--- config.mk ---
export PLATFORM = sky130hd
export DESIGN_NAME = tft_arbmod
export DESIGN_NICKNAME = d
export VERILOG_FILES = /design/src/rtl/tft_pkg.sv /design/src/rtl/tft_wdogmod.sv /design/src/rtl/tft_arbmod.sv
export SDC_FILE = /design/constraint.sdc
export NUM_CORES = 1
export LEC_CHECK = 0
export BUFFER_PORTS_ARGS = -buffer_cell sky130_fd_sc_hd__buf_4
export CAP_MARGIN = 20
export CORE_UTILIZATION = 50
export CTS_CLUSTER_DIAMETER = 60
export CTS_CLUSTER_SIZE = 8
export DETAILED_ROUTE_END_ITERATION = 16
export MAX_ROUTING_LAYER = met4
export PLACE_DENSITY = 0.69
export SYNTH_ARGS = -nofsm -noshare
export SYNTH_HDL_FRONTEND = slang
export SYNTH_SLANG_ARGS = --single-unit
--- constraint.sdc ---
create_clock -name CLOCK -period 5.32 [get_ports CLOCK]
set_input_delay 0.532 -clock CLOCK [delete_from_list [all_inputs] [get_ports CLOCK]]
set_output_delay 0.532 -clock CLOCK [all_outputs]
set_load 0.05 [all_outputs]
--- src/rtl/tft_pkg.sv ---
// Shared definitions for the TFT requester arbiter: FSM states and command bit positions.
package tft_pkg;

  typedef enum logic [1:0] {
    ST_IDLE = 2'd0,
    ST_BUSY = 2'd1,
    ST_DONE = 2'd2,
    ST_DROP = 2'd3
  } state_e;

  localparam int unsigned CMD_W     = 3;
  localparam int unsigned CMD_INIT  = 0;
  localparam int unsigned CMD_CLEAR = 1;
  localparam int unsigned CMD_DRAW  = 2;

  // Keep only the highest-priority (lowest-numbered) command bit.
  function automatic logic [CMD_W-1:0] cmd_select(input logic [CMD_W-1:0] call);
    cmd_select = '0;
    if (call[CMD_INIT])       cmd_select[CMD_INIT]  = 1'b1;
    else if (call[CMD_CLEAR]) cmd_select[CMD_CLEAR] = 1'b1;
    else if (call[CMD_DRAW])  cmd_select[CMD_DRAW]  = 1'b1;
  endfunction

endpackage

--- src/rtl/tft_wdogmod.sv ---
// Saturating 20-bit busy-cycle watchdog; expired is a registered flag raised
// the cycle after the count sits at TIMEOUT-1 while enabled.
module tft_wdogmod #(
  parameter logic [19:0] TIMEOUT = 20'd1_000_000
) (
  input  logic CLOCK,
  input  logic RESET,
  input  logic clear,
  input  logic enable,
  output logic expired
);

  localparam logic [19:0] LAST = TIMEOUT - 20'd1;

  logic [19:0] cnt_q, cnt_d;
  logic        expired_q, expired_d;

  always_comb begin
    cnt_d     = cnt_q;
    expired_d = 1'b0;
    if (clear) begin
      cnt_d = '0;
    end else if (enable) begin
      if (cnt_q == LAST) expired_d = 1'b1;
      else               cnt_d     = cnt_q + 20'd1;
    end
  end

  always_ff @(posedge CLOCK) begin
    if (!RESET) begin
      cnt_q     <= '0;
      expired_q <= 1'b0;
    end else begin
      cnt_q     <= cnt_d;
      expired_q <= expired_d;
    end
  end

  assign expired = expired_q;

endmodule

--- src/rtl/tft_arbmod.sv ---
// Round-robin arbiter between two TFT requesters and the TFT base module,
// with per-transaction timeout abort reported through oErr.
module tft_arbmod
  import tft_pkg::*;
#(
  parameter logic [19:0] TIMEOUT = 20'd1_000_000
) (
  input  logic       CLOCK,
  input  logic       RESET,
  input  logic [2:0] iCallA,
  output logic       oDoneA,
  input  logic [2:0] iCallB,
  output logic       oDoneB,
  output logic [2:0] oCall,
  input  logic       iDone,
  output logic       oErr
);

  state_e     state_q, state_d;
  logic [2:0] call_q, call_d;
  logic       done_a_q, done_a_d;
  logic       done_b_q, done_b_d;
  logic       err_q, err_d;
  logic       grant_b_q, grant_b_d;
  logic       last_b_q, last_b_d;
  logic       pick_b;
  logic       wd_clear, wd_enable, wd_expired;

  tft_wdogmod #(.TIMEOUT(TIMEOUT)) u_wdog (
    .CLOCK   (CLOCK),
    .RESET   (RESET),
    .clear   (wd_clear),
    .enable  (wd_enable),
    .expired (wd_expired)
  );

  always_comb begin
    state_d   = state_q;
    call_d    = call_q;
    done_a_d  = 1'b0;
    done_b_d  = 1'b0;
    err_d     = 1'b0;
    grant_b_d = grant_b_q;
    last_b_d  = last_b_q;
    pick_b    = 1'b0;
    wd_clear  = 1'b0;
    wd_enable = 1'b0;
    case (state_q)
      ST_IDLE: begin
        if ((|iCallA) || (|iCallB)) begin
          // On contention the requester not served last wins.
          pick_b    = (|iCallB) && (!(|iCallA) || !last_b_q);
          grant_b_d = pick_b;
          call_d    = cmd_select(pick_b ? iCallB : iCallA);
          wd_clear  = 1'b1;
          state_d   = ST_BUSY;
        end
      end
      ST_BUSY: begin
        wd_enable = 1'b1;
        if (iDone || wd_expired) begin
          call_d   = '0;
          done_a_d = !grant_b_q;
          done_b_d = grant_b_q;
          err_d    = !iDone;
          state_d  = ST_DONE;
        end
      end
      ST_DONE: begin
        last_b_d = grant_b_q;
        state_d  = ST_DROP;
      end
      ST_DROP: begin
        if ((grant_b_q ? iCallB : iCallA) == 3'b000) state_d = ST_IDLE;
      end
      default: state_d = ST_IDLE;
    endcase
  end

  always_ff @(posedge CLOCK) begin
    if (!RESET) begin
      state_q   <= ST_IDLE;
      call_q    <= '0;
      done_a_q  <= 1'b0;
      done_b_q  <= 1'b0;
      err_q     <= 1'b0;
      grant_b_q <= 1'b0;
      last_b_q  <= 1'b1;
    end else begin
      state_q   <= state_d;
      call_q    <= call_d;
      done_a_q  <= done_a_d;
      done_b_q  <= done_b_d;
      err_q     <= err_d;
      grant_b_q <= grant_b_d;
      last_b_q  <= last_b_d;
    end
  end

  assign oCall  = call_q;
  assign oDoneA = done_a_q;
  assign oDoneB = done_b_q;
  assign oErr   = err_q;

endmodule

# After elaboration in Yosys (flattened, before gate mapping)
# Index checks and enable logic that the tools add are counted.
# op_classes
mux,18
n_addsub,1
bitwise_logic,3
n_eq_ne,7
reduce_logical,20
# op_table
cell,count
20-bit by 1-bit adder with 20-bit output (second input constant),1
20-bit equality test (second input constant),1
3-bit two-way mux,4
3-bit AND reduction,3
3-bit OR reduction,3
1-bit two-way mux,8
2-bit two-way mux,4
2-bit case mux with 4 select lines,1
2-bit != test (second input constant),3
3-bit case mux with 2 select lines,1
2-bit equality test (second input constant),2
1-bit zero test,4
2-bit AND reduction,2
3-bit zero test,1
1-bit logical OR,3
1-bit inverter,3
2-bit by 1-bit equality test with 1-bit output (second input constant),1
2-bit zero test,1
2-bit nonzero test,1
2-bit OR reduction,1
1-bit logical AND,1
# word_totals
wordCells,58
out_inout_bits,6
register_bits,31

# Depth between registers and ports, before layout
# Gate-level depths: netlist (run 1).
# logic_depth
depth_word,10
mapped_depth,7

# By module
# Synthesis (run 1) repeated with hierarchy kept, for this count alone.
# hier_totals
cells_unflattened,193
area_unflattened_um2,1671.6
# by_module_without_submodules
mod,instances,area_each_um2,cells_per_inst
tft_wdogmod,1,1051.0,123
tft_arbmod,1,620.6,70

# Worst setup path before layout (run 1)
# OpenSTA, ideal clock, no wires.
# synth_timing
path_type,reg-to-reg
startpoint,register state_q[1]
endpoint,register u_wdog.cnt_q[14]
synth_period_minus_slack_ns,1.893
stages_incl_launch_ff,8
arrival_time_ns,1.823
slack_ns,3.427
setup_time_ns,0.070
cell_sequence,dfxtp_1 > inv_1 > ha_1 > buf_2 > nand2_1 > nand4b_2 > or4_2 > a21oi_1
# synth_between
elab_chain_len,3
# synth_rtl
element,line,rtl
start: declaration,tft_arbmod.sv:19,"state_e state_q, state_d;"
start signal: assignment,tft_arbmod.sv:90,state_q <= state_d;
2-bit by 1-bit equality test with 1-bit output / 2-bit zero test (equally long branches),tft_arbmod.sv:48,case (state_q)
1-bit two-way mux,tft_arbmod.sv:48,
2-bit AND reduction (no source line) / 2-bit OR reduction (equally long branches),-,
end signal: assignment,tft_wdogmod.sv:34,cnt_q <= cnt_d;
end: declaration,tft_wdogmod.sv:15,"logic [19:0] cnt_q, cnt_d;"
# Parallel ways exist; a longest one is shown, timed or not.
# A chain may end at the register's enable or synchronous reset.

# Worst setup path in the final report (run 1)
# Same ends and word-level chain as after synthesis.

==> results of run 1 <==
## logic make-up (layout without fill, tap and decap cells)
logic type      Yosys count  in the layout  synth area share
flops                    31             31             0.367
fa+ha+maj                 6              6            0.0444
buf+inv                  15             31            0.0392
mux                       7              7            0.0414
compound gates           51             51             0.205
simple gates             78             78             0.303
## power by group through the flow
stage	combinational (mW)	sequential, mW	clock, mW
after global routing	0.211	0.270	0.173
after global placement	0.183	0.271	0
after detailed placement	0.189	0.273	0
after CTS	0.190	0.268	0.161
after floorplan	0.117	0.293	0
final	0.191	0.268	0.159
## layout make-up
cell class,instances,share of cell area
inverter,8,0.0159
timing repair buffer,15,0.0595
multi-input combinational,142,0.531
sequential,31,0.328
tap,44,0.0291
clock buffer,8,0.0364
## Yosys cell counts (5+ instances only)
cell and instances:
nor2b_1 5, ha_1 6, inv_1 8, a21oi_1 14, nor2_1 5, dfxtp_1 31
nand2_1 16, or3_1 5, nor3_1 5, o31ai_1 8, o21ai_0 11, mux2i_1 7
nand3_1 9
## registers in the layout (all words and copies together) (netlist names)
| signal | flops |
|---|---|
| state_q | 2 |
| oDoneB | 1 |
| grant_b_q | 1 |
| u_wdog.cnt_q | 20 |
| oCall | 3 |
| oErr | 1 |
| oDoneA | 1 |
| last_b_q | 1 |
| u_wdog.expired | 1 |
## metal layers
| metal | up-vias | global-route usage | part of all wire |
|---|---|---|---|
| met5 | - | - | 0 |
| met4 | 0 | 0.0963 | 0.019 |
| met2 | 20 | 0.383 | 0.50 |
| li1 | 744 | - | - |
| met1 | 700 | 0.263 | 0.45 |
| met3 | 9 | 0.0606 | 0.031 |
## worst paths after layout
| kind | startpoint | to | slack, ps | cells past startpoint |
|---|---|---|---|---|
| worst max register to register | state_q[1] | u_wdog.cnt_q[14] | 3070 | 6 |
| worst min-delay path | iDone | oErr | 380 | 2 |
| worst max-delay path | state_q[1] | u_wdog.cnt_q[14] | 3070 | 6 |
| worst min register to register | oCall[2] | oCall[2] | 480 | 1 |
## stage by stage
| step | std cells | total power, mW | hold slack [ps] |
|---|---|---|---|
| finish | 248 | 0.618 | 375 |
| global route | 248 | 0.654 | 362 |
| CTS | 248 | 0.618 | 368 |
| detailed placement | 240 | 0.462 | 463 |
| global placement | 240 | 0.454 | 451 |
| floorplan | 188 | 0.410 | 447 |
## worst max-delay path: cells and delay by family (launching register included)
kind,cells,cell delay (ps)
simple gates,3,1170
flops,1,350
compound gates,1,160
buf+inv,1,110
fa+ha+maj,1,370
==> run_results.csv, run 1 <==
group,metric,value,unit
outcome,status,"finished, final reports clean",
timing,rsz0062_at_grt,"no",
clock_tree,path_clk_slew,90,ps
cells_and_area,antenna_cells,0,
cells_and_area,postLayoutCoreUtil,0.605,
yosys,yosysTopAreaCell,"dfxtp_1",
cells_and_area,mostFrequentLayoutCells,"dfxtp_1 (31), nand2_1 (16), buf_4 (15), a21oi_1 (14), o21ai_0 (11)",
detailed_routing,num_vias,1473,
clock_tree,tritoncts,"built",
clock_tree,cts_hold_buf,0,
placement,post-place-ws,3090,ps
cells_and_area,multi_input_area,1000,sq um
cells_and_area,layout-drive-gt1-share,0.181,
clock_tree,cts_buffer_depth,2,
timing,skew,7.63,ps
cells_and_area,nFillCells,291,
detailed_routing,avgRoutedWirePerCell,14.3,um
detailed_routing,ant_nets,0,
floorplan,io_pins,15,
placement,placed_cell_area,1820,sq um
worst_hold_path,hold_path_class,"in -> reg",
power,p_clk_frac,0.257,
worst_setup_path,slowest_stage,"or4_2",
yosys,syn-instance-count,188,
detailed_routing,drtIter0Drc,75,
run,cap_viol_max_count,0,
cells_and_area,nNetsFinal,218,
global_routing,grt_pass1_wl,6070,um
floorplan,die_w,60.2,um
clock_tree,cts_sinks,31,
timing,max_freq,0.444,GHz
cells_and_area,final_common_cell,"dfxtp_1",
placement,gp_congestion,0.869,
worst_setup_path,start_kind,"flip-flop",
global_routing,grt_pass1_vias,1397,
worst_setup_path,cpPeakStageDelay,650,ps
yosys,synth_cell_types,48,
power,combPwrFrac,0.309,
placement,portBuffers,14,
yosys,async_flop_share,0,
worst_setup_path,crit_chain,"inv_1, ha_1, nand2_1, nand4b_2, or4_2, a21oi_1",
clock_tree,cts.htree.levels,2,
worst_setup_path,critPathKind,"reg -> reg",
cells_and_area,fin_area,1890,sq um
clock_tree,cts_setup_buffers,0,
power,power_switching,0.218,mW
placement,dpl.hpwl,2590,um
worst_setup_path,arrival,2510,ps
yosys,netlist_top_cells_area,"dfxtp_1 (37%), ha_1 (4.4%), a21oi_1 (4.1%)",
yosys,synth_nets,203,
timing,slew_headroom,0.526,
power,power.internal,0.400,mW
global_routing,grt_use_total,0.232,
detailed_routing,drtPass1Iterations,4,
yosys,synth_edf_count,0,
clock_tree,clkLatencyLatePin,330,ps
floorplan,dieArea,3620,sq um
detailed_routing,totalWireLength,3550,um
power,seq_power_share,0.434,
yosys,synth-seq-area-share,0.367,
floorplan,fp-row-count,20,
timing,setup-tns-final,0,ps
yosys,ys_warn_count,0,
timing,setup_viol_count_final,0,
worst_setup_path,required,5580,ps
worst_setup_path,end_kind,"flip-flop",
global_routing,grt_antenna_before_repair,0,
global_routing,grt.overflow.total,0,
yosys,synth.top_cell.area_share,0.367,
timing,period_minus_slack,2250,ps
floorplan,die_h,60.2,um
power,leakage,0.652,nW
clock_tree,ctsResizeCount,0,
detailed_routing,via_per_inst,5.94,
cells_and_area,register_area,621,sq um
timing,post-route-period-util,0.423,
timing,layout_setup_ws,3070,ps
timing,hold_viol,0,
floorplan,core-area,3130,sq um
floorplan,initial_utilization,0.541,
yosys,avgSynthCellArea,9.00,sq um
clock_tree,root_buffer,"clkbuf_4",
timing,worstMarginPinSlew,706,ps
global_routing,grt_max_degree,21,
timing,drv_slew,0,
power,switching_share,0.353,
yosys,ys_seq_elements,31,
yosys,synth-main-ff-cell,"dfxtp_1",
detailed_routing,drcViolationCount,0,
power,power_density,327,nW/um^2
yosys,synth_area,1690,sq um
power,ir_drop,177,uV
clock_tree,cts_made_buffers,5,
cells_and_area,syn_to_final_growth,11.8,%
worst_setup_path,cp_max_fo,10,
Power figures use the tool's default switching activity.
==> run 2: changes to the inputs <==
Settings changed: PLACE_DENSITY 0.69 to 0.71.
Clock period 5.32 ns to 1.95 ns, I/O delays scaled along.
==> run_results.csv, run 2 (same netlist as run 1, synthesis figures left out) <==
group,metric,value,unit
cells_and_area,top_register,"u_wdog.cnt_q",
global_routing,grt.busiest_layer,"met2",
global_routing,grt.overflow.total,0,
power,power_density,823,nW/um^2
floorplan,dieArea,3620,sq um
cells_and_area,instances_no_fill,265,
placement,dpl.cell_count,254,
timing,layout_setup_ws,48.6,ps
detailed_routing,via_per_inst,5.77,
clock_tree,clkLatencyLatePin,340,ps
global_routing,grt_pass1_wl,6200,um
worst_setup_path,critPathKind,"reg -> reg",
placement,gp_congestion,0.871,
global_routing,grt_util_met2,0.386,
floorplan,die_h,60.2,um
clock_tree,path_clk_slew,100,ps
outcome,status,"finished, final reports clean",
clock_tree,cts_sinks,31,
clock_tree,tritoncts,"built",
clock_tree,root_buffer,"clkbuf_4",
detailed_routing,avgRoutedWirePerCell,14.1,um
timing,drv_slew,0,
cells_and_area,antenna_cells,0,
placement,post-place-ws,6.36,ps
timing,setup_viol_count_final,0,
worst_hold_path,hold_path_class,"in -> reg",
floorplan,core-area,3130,sq um
worst_setup_path,path_buf_inv,1,
detailed_routing,drtIter0Drc,77,
global_routing,grt_use_total,0.240,
detailed_routing,drtPass1Iterations,4,
placement,dpl.hpwl,2750,um
timing,period_minus_slack,1900,ps
cells_and_area,largest_register_ffs,20,
timing,post-route-period-util,0.975,
detailed_routing,num_vias,1528,
timing,rsz0062_at_grt,"yes",
worst_setup_path,slowest_stage,"or4b_4",
floorplan,initial_utilization,0.541,
detailed_routing,drcViolationCount,0,
global_routing,grt_pass1_vias,1413,
floorplan,die_w,60.2,um
clock_tree,cts_hold_buf,0,
worst_setup_path,crit_family,"simple AND/OR/NAND/NOR gates",
detailed_routing,ant_nets,0,
floorplan,fp-row-count,20,
worst_setup_path,start_kind,"flip-flop",
timing,max_freq,0.526,GHz
power,leakage,0.737,nW
worst_setup_path,required,2210,ps
global_routing,grt_use_met1,0.292,
cells_and_area,layout-drive-gt1-share,0.267,
detailed_routing,totalWireLength,3750,um
worst_setup_path,crit_chain,"or4b_4, nor4_4, buf_4, a31oi_4, a211oi_2",
power,power.total,1.66,mW
cells_and_area,nNetsFinal,235,
timing,skew,14.2,ps
timing,hold_viol,0,
clock_tree,cts.htree.levels,2,
power,ir_drop,575,uV
clock_tree,cts_buffer_depth,2,
cells_and_area,syn_to_final_growth,19.2,%
worst_setup_path,cp_max_fo,10,
timing,holdWs,33.0,ps
cells_and_area,mostFrequentLayoutCells,"buf_4 (32), dfxtp_1 (30), nand2_1 (16), a21oi_1 (14), o21ai_0 (11)",
placement,portBuffers,14,
timing,slew_headroom,0.722,
global_routing,grt_max_degree,21,
worst_setup_path,cpPeakStageDelay,580,ps
worst_setup_path,end_kind,"flip-flop",
global_routing,grt_antenna_before_repair,0,
global_routing,met3_usage,0.0519,
run,cap_viol_max_count,0,
worst_setup_path,arrival,2160,ps
cells_and_area,final_common_cell,"buf_4",
clock_tree,cts_made_buffers,5,
timing,worstMarginPinSlew,416,ps
floorplan,io_pins,15,
[run 2: path summary, 6_finish.rpt]
check / slack [ps] / depth (start not counted) / endpoint / from
worst max-delay path: 50 / 5 / u_wdog.cnt_q[2] / u_wdog.cnt_q[7]
worst min register to register: 480 / 1 / oCall[2] / oCall[2]
worst min-delay path: 30 / 2 / oErr / iDone
worst max register to register: 50 / 5 / u_wdog.cnt_q[2] / u_wdog.cnt_q[7]
[run 2: through the flow]
step,utilization,TNS [ps],instance area (sq um)
global route,0.645,-20.8,2020
detailed placement,0.616,0,1930
floorplan,-,0,1690
finish,0.645,0,2020
global placement,0.616,0,1930
CTS,0.638,0,2000
[run 2: power by group]
part / leakage (nW) / switching [mW] / internal (mW)
logic: 0.451 / 0.338 / 0.227
registers: 0.251 / 0.0477 / 0.686
clock network: 0.0347 / 0.228 / 0.134
[run 2: cell type report]
class | instances | area [sq um]
Inverter | 8 | 30.0
Clock inverter | 3 | 15.0
Clock buffer | 5 | 37.5
Tap cell | 44 | 55.1
Fill cell | 252 | 1110
Timing Repair Buffer | 32 | 240
Sequential cell | 31 | 622
Multi-Input combinational cell | 142 | 1020
[run 2: layer usage]
metal  wire length [um]  share of wire
met5                  0              0
met4                 30         0.0080
met3                105          0.028
met2               1880           0.50
met1               1730           0.46
[run 2: repair_timing]
item | CTS | global route
resized for setup | 0 | 4
gates cloned | 0 | 0
buffers inserted | 2 | 1
pin swaps | 1 | 2
endpoints found under the setup margin | 1 | 11
==> run 3: changes to the inputs <==
Settings changed: CORE_UTILIZATION 50 to 55, CTS_BUF_LIST set to sky130_fd_sc_hd__clkbuf_2 sky130_fd_sc_hd__clkbuf_4 sky130_fd_sc_hd__clkbuf_8, PLACE_DENSITY 0.71 to 0.77.
==> run_results.csv, run 3 (same netlist as run 1, synthesis figures left out) <==
group,metric,value,unit
floorplan,core-area,2830,sq um
clock_tree,path_clk_slew,100,ps
placement,gp_congestion,0.791,
timing,period_minus_slack,1850,ps
cells_and_area,antenna_cells,0,
floorplan,die_w,57.5,um
worst_setup_path,r2r_setup_slack,100,ps
timing,hold_viol,0,
cells_and_area,nNetsFinal,238,
power,leakage,0.764,nW
clock_tree,root_buffer,"clkbuf_4",
worst_setup_path,start_kind,"flip-flop",
cells_and_area,final_common_cell,"buf_4",
cells_and_area,layout-drive-gt1-share,0.281,
floorplan,dieArea,3300,sq um
detailed_routing,drcViolationCount,0,
global_routing,grt_use_total,0.281,
cells_and_area,syn_to_final_growth,22.0,%
power,power_density,891,nW/um^2
detailed_routing,ant_nets,0,
timing,skew,11.4,ps
cells_and_area,postLayoutCoreUtil,0.730,
floorplan,die_h,57.5,um
worst_hold_path,hold_path_class,"in -> reg",
clock_tree,cts_buffer_depth,2,
global_routing,grt_pass1_vias,1537,
outcome,status,"finished, final reports clean",
placement,dpl.cell_count,245,
timing,setup_viol_count_final,0,
clock_tree,cts.htree.levels,2,
power,ir_drop,791,uV
floorplan,fp-row-count,19,
detailed_routing,num_vias,1566,
timing,slew_headroom,0.749,
placement,dpl.hpwl,2990,um
worst_setup_path,end_kind,"flip-flop",
worst_setup_path,cp_max_fo,7,
floorplan,io_pins,15,
timing,post-route-period-util,0.947,
clock_tree,cts_made_buffers,5,
detailed_routing,avgRoutedWirePerCell,15.5,um
worst_setup_path,required,2200,ps
detailed_routing,via_per_inst,6.14,
timing,holdWs,36.9,ps
global_routing,grt_pass1_wl,6710,um
timing,rsz0062_at_grt,"no",
detailed_routing,drtIter0Drc,85,
cells_and_area,instances_no_fill,255,
placement,portBuffers,14,
global_routing,grt.overflow.total,0,
global_routing,grt_max_degree,21,
floorplan,initial_utilization,0.598,
detailed_routing,drtPass1Iterations,4,
clock_tree,cts_hold_buf,0,
global_routing,grt_antenna_before_repair,0,
clock_tree,clkLatencyLatePin,330,ps
worst_setup_path,arrival,2100,ps
timing,worstMarginPinSlew,374,ps
cells_and_area,top_register,"u_wdog.cnt_q",
timing,drv_slew,0,
cells_and_area,mostFrequentLayoutCells,"buf_4 (35), dfxtp_1 (31), nand2_1 (16), a21oi_1 (14), o21ai_0 (11)",
clock_tree,cts_sinks,31,
clock_tree,tritoncts,"built",
run,cap_viol_max_count,0,
detailed_routing,totalWireLength,3960,um
timing,max_freq,0.541,GHz
worst_setup_path,critPathKind,"reg -> reg",
cells_and_area,largest_register_ffs,20,
==> run 3: cell type report <==
class	instances	area [sq um]
tap	31	38.8
timing repair buffer	35	263
clock buffer	6	51.3
multi-input combinational	142	1030
sequential	31	621
fill	217	764
clock inverter	2	35.0
inverter	8	30.0
==> run 3: path summary, 6_finish.rpt <==
kind | startpoint | to | cells past startpoint
setup reg to reg | u_wdog.cnt_q[10] | u_wdog.cnt_q[2] | 6
setup / recovery | u_wdog.cnt_q[10] | u_wdog.cnt_q[2] | 6
hold reg to reg | oCall[1] | oCall[1] | 1
hold / removal | iDone | oErr | 2
==> run 3: repair_timing <==
action,CTS,global route
setup endpoints to repair,4,14
pin swaps,0,2
gates resized for setup,1,5
buffers inserted,0,2
cloned,0,0
==> run 3: metrics by stage <==
stage / setup TNS, ps / area, sq um / total power, mW / setup WS, ps
after floorplan: 0 / 1690 / 1.12 / 56.7
after global placement: 0 / 1940 / 1.26 / 103
after detailed placement: -9.80 / 1940 / 1.29 / -9.53
after CTS: 0 / 2030 / 1.83 / 3.47
after global routing: 0 / 2060 / 1.95 / 17.7
final: 0 / 2060 / 1.84 / 103
==> run 3: critical path: stages, from the launching register on <==
cell and delay, ps:
dfxtp_1 340, or4b_1 610, buf_4 180, nor4_4 150, buf_4 200, a31oi_4 80
a211oi_2 200
==> run 3: metal layers <==
layer	vias to the layer above	track usage	wire length [um]
met5	-	-	0
met4	0	0.167	117
met3	9	0.0794	161
met2	36	0.465	2020
met1	730	0.295	1670
li1	791	-	-
==> run 3: where the power goes <==
part           leakage (nW)  internal [mW]  total [mW]  switching [mW]
logic                 0.464          0.229       0.577           0.348
registers             0.251          0.686       0.735          0.0493
clock network        0.0482          0.303       0.527           0.224
total                 0.764           1.22        1.84           0.621
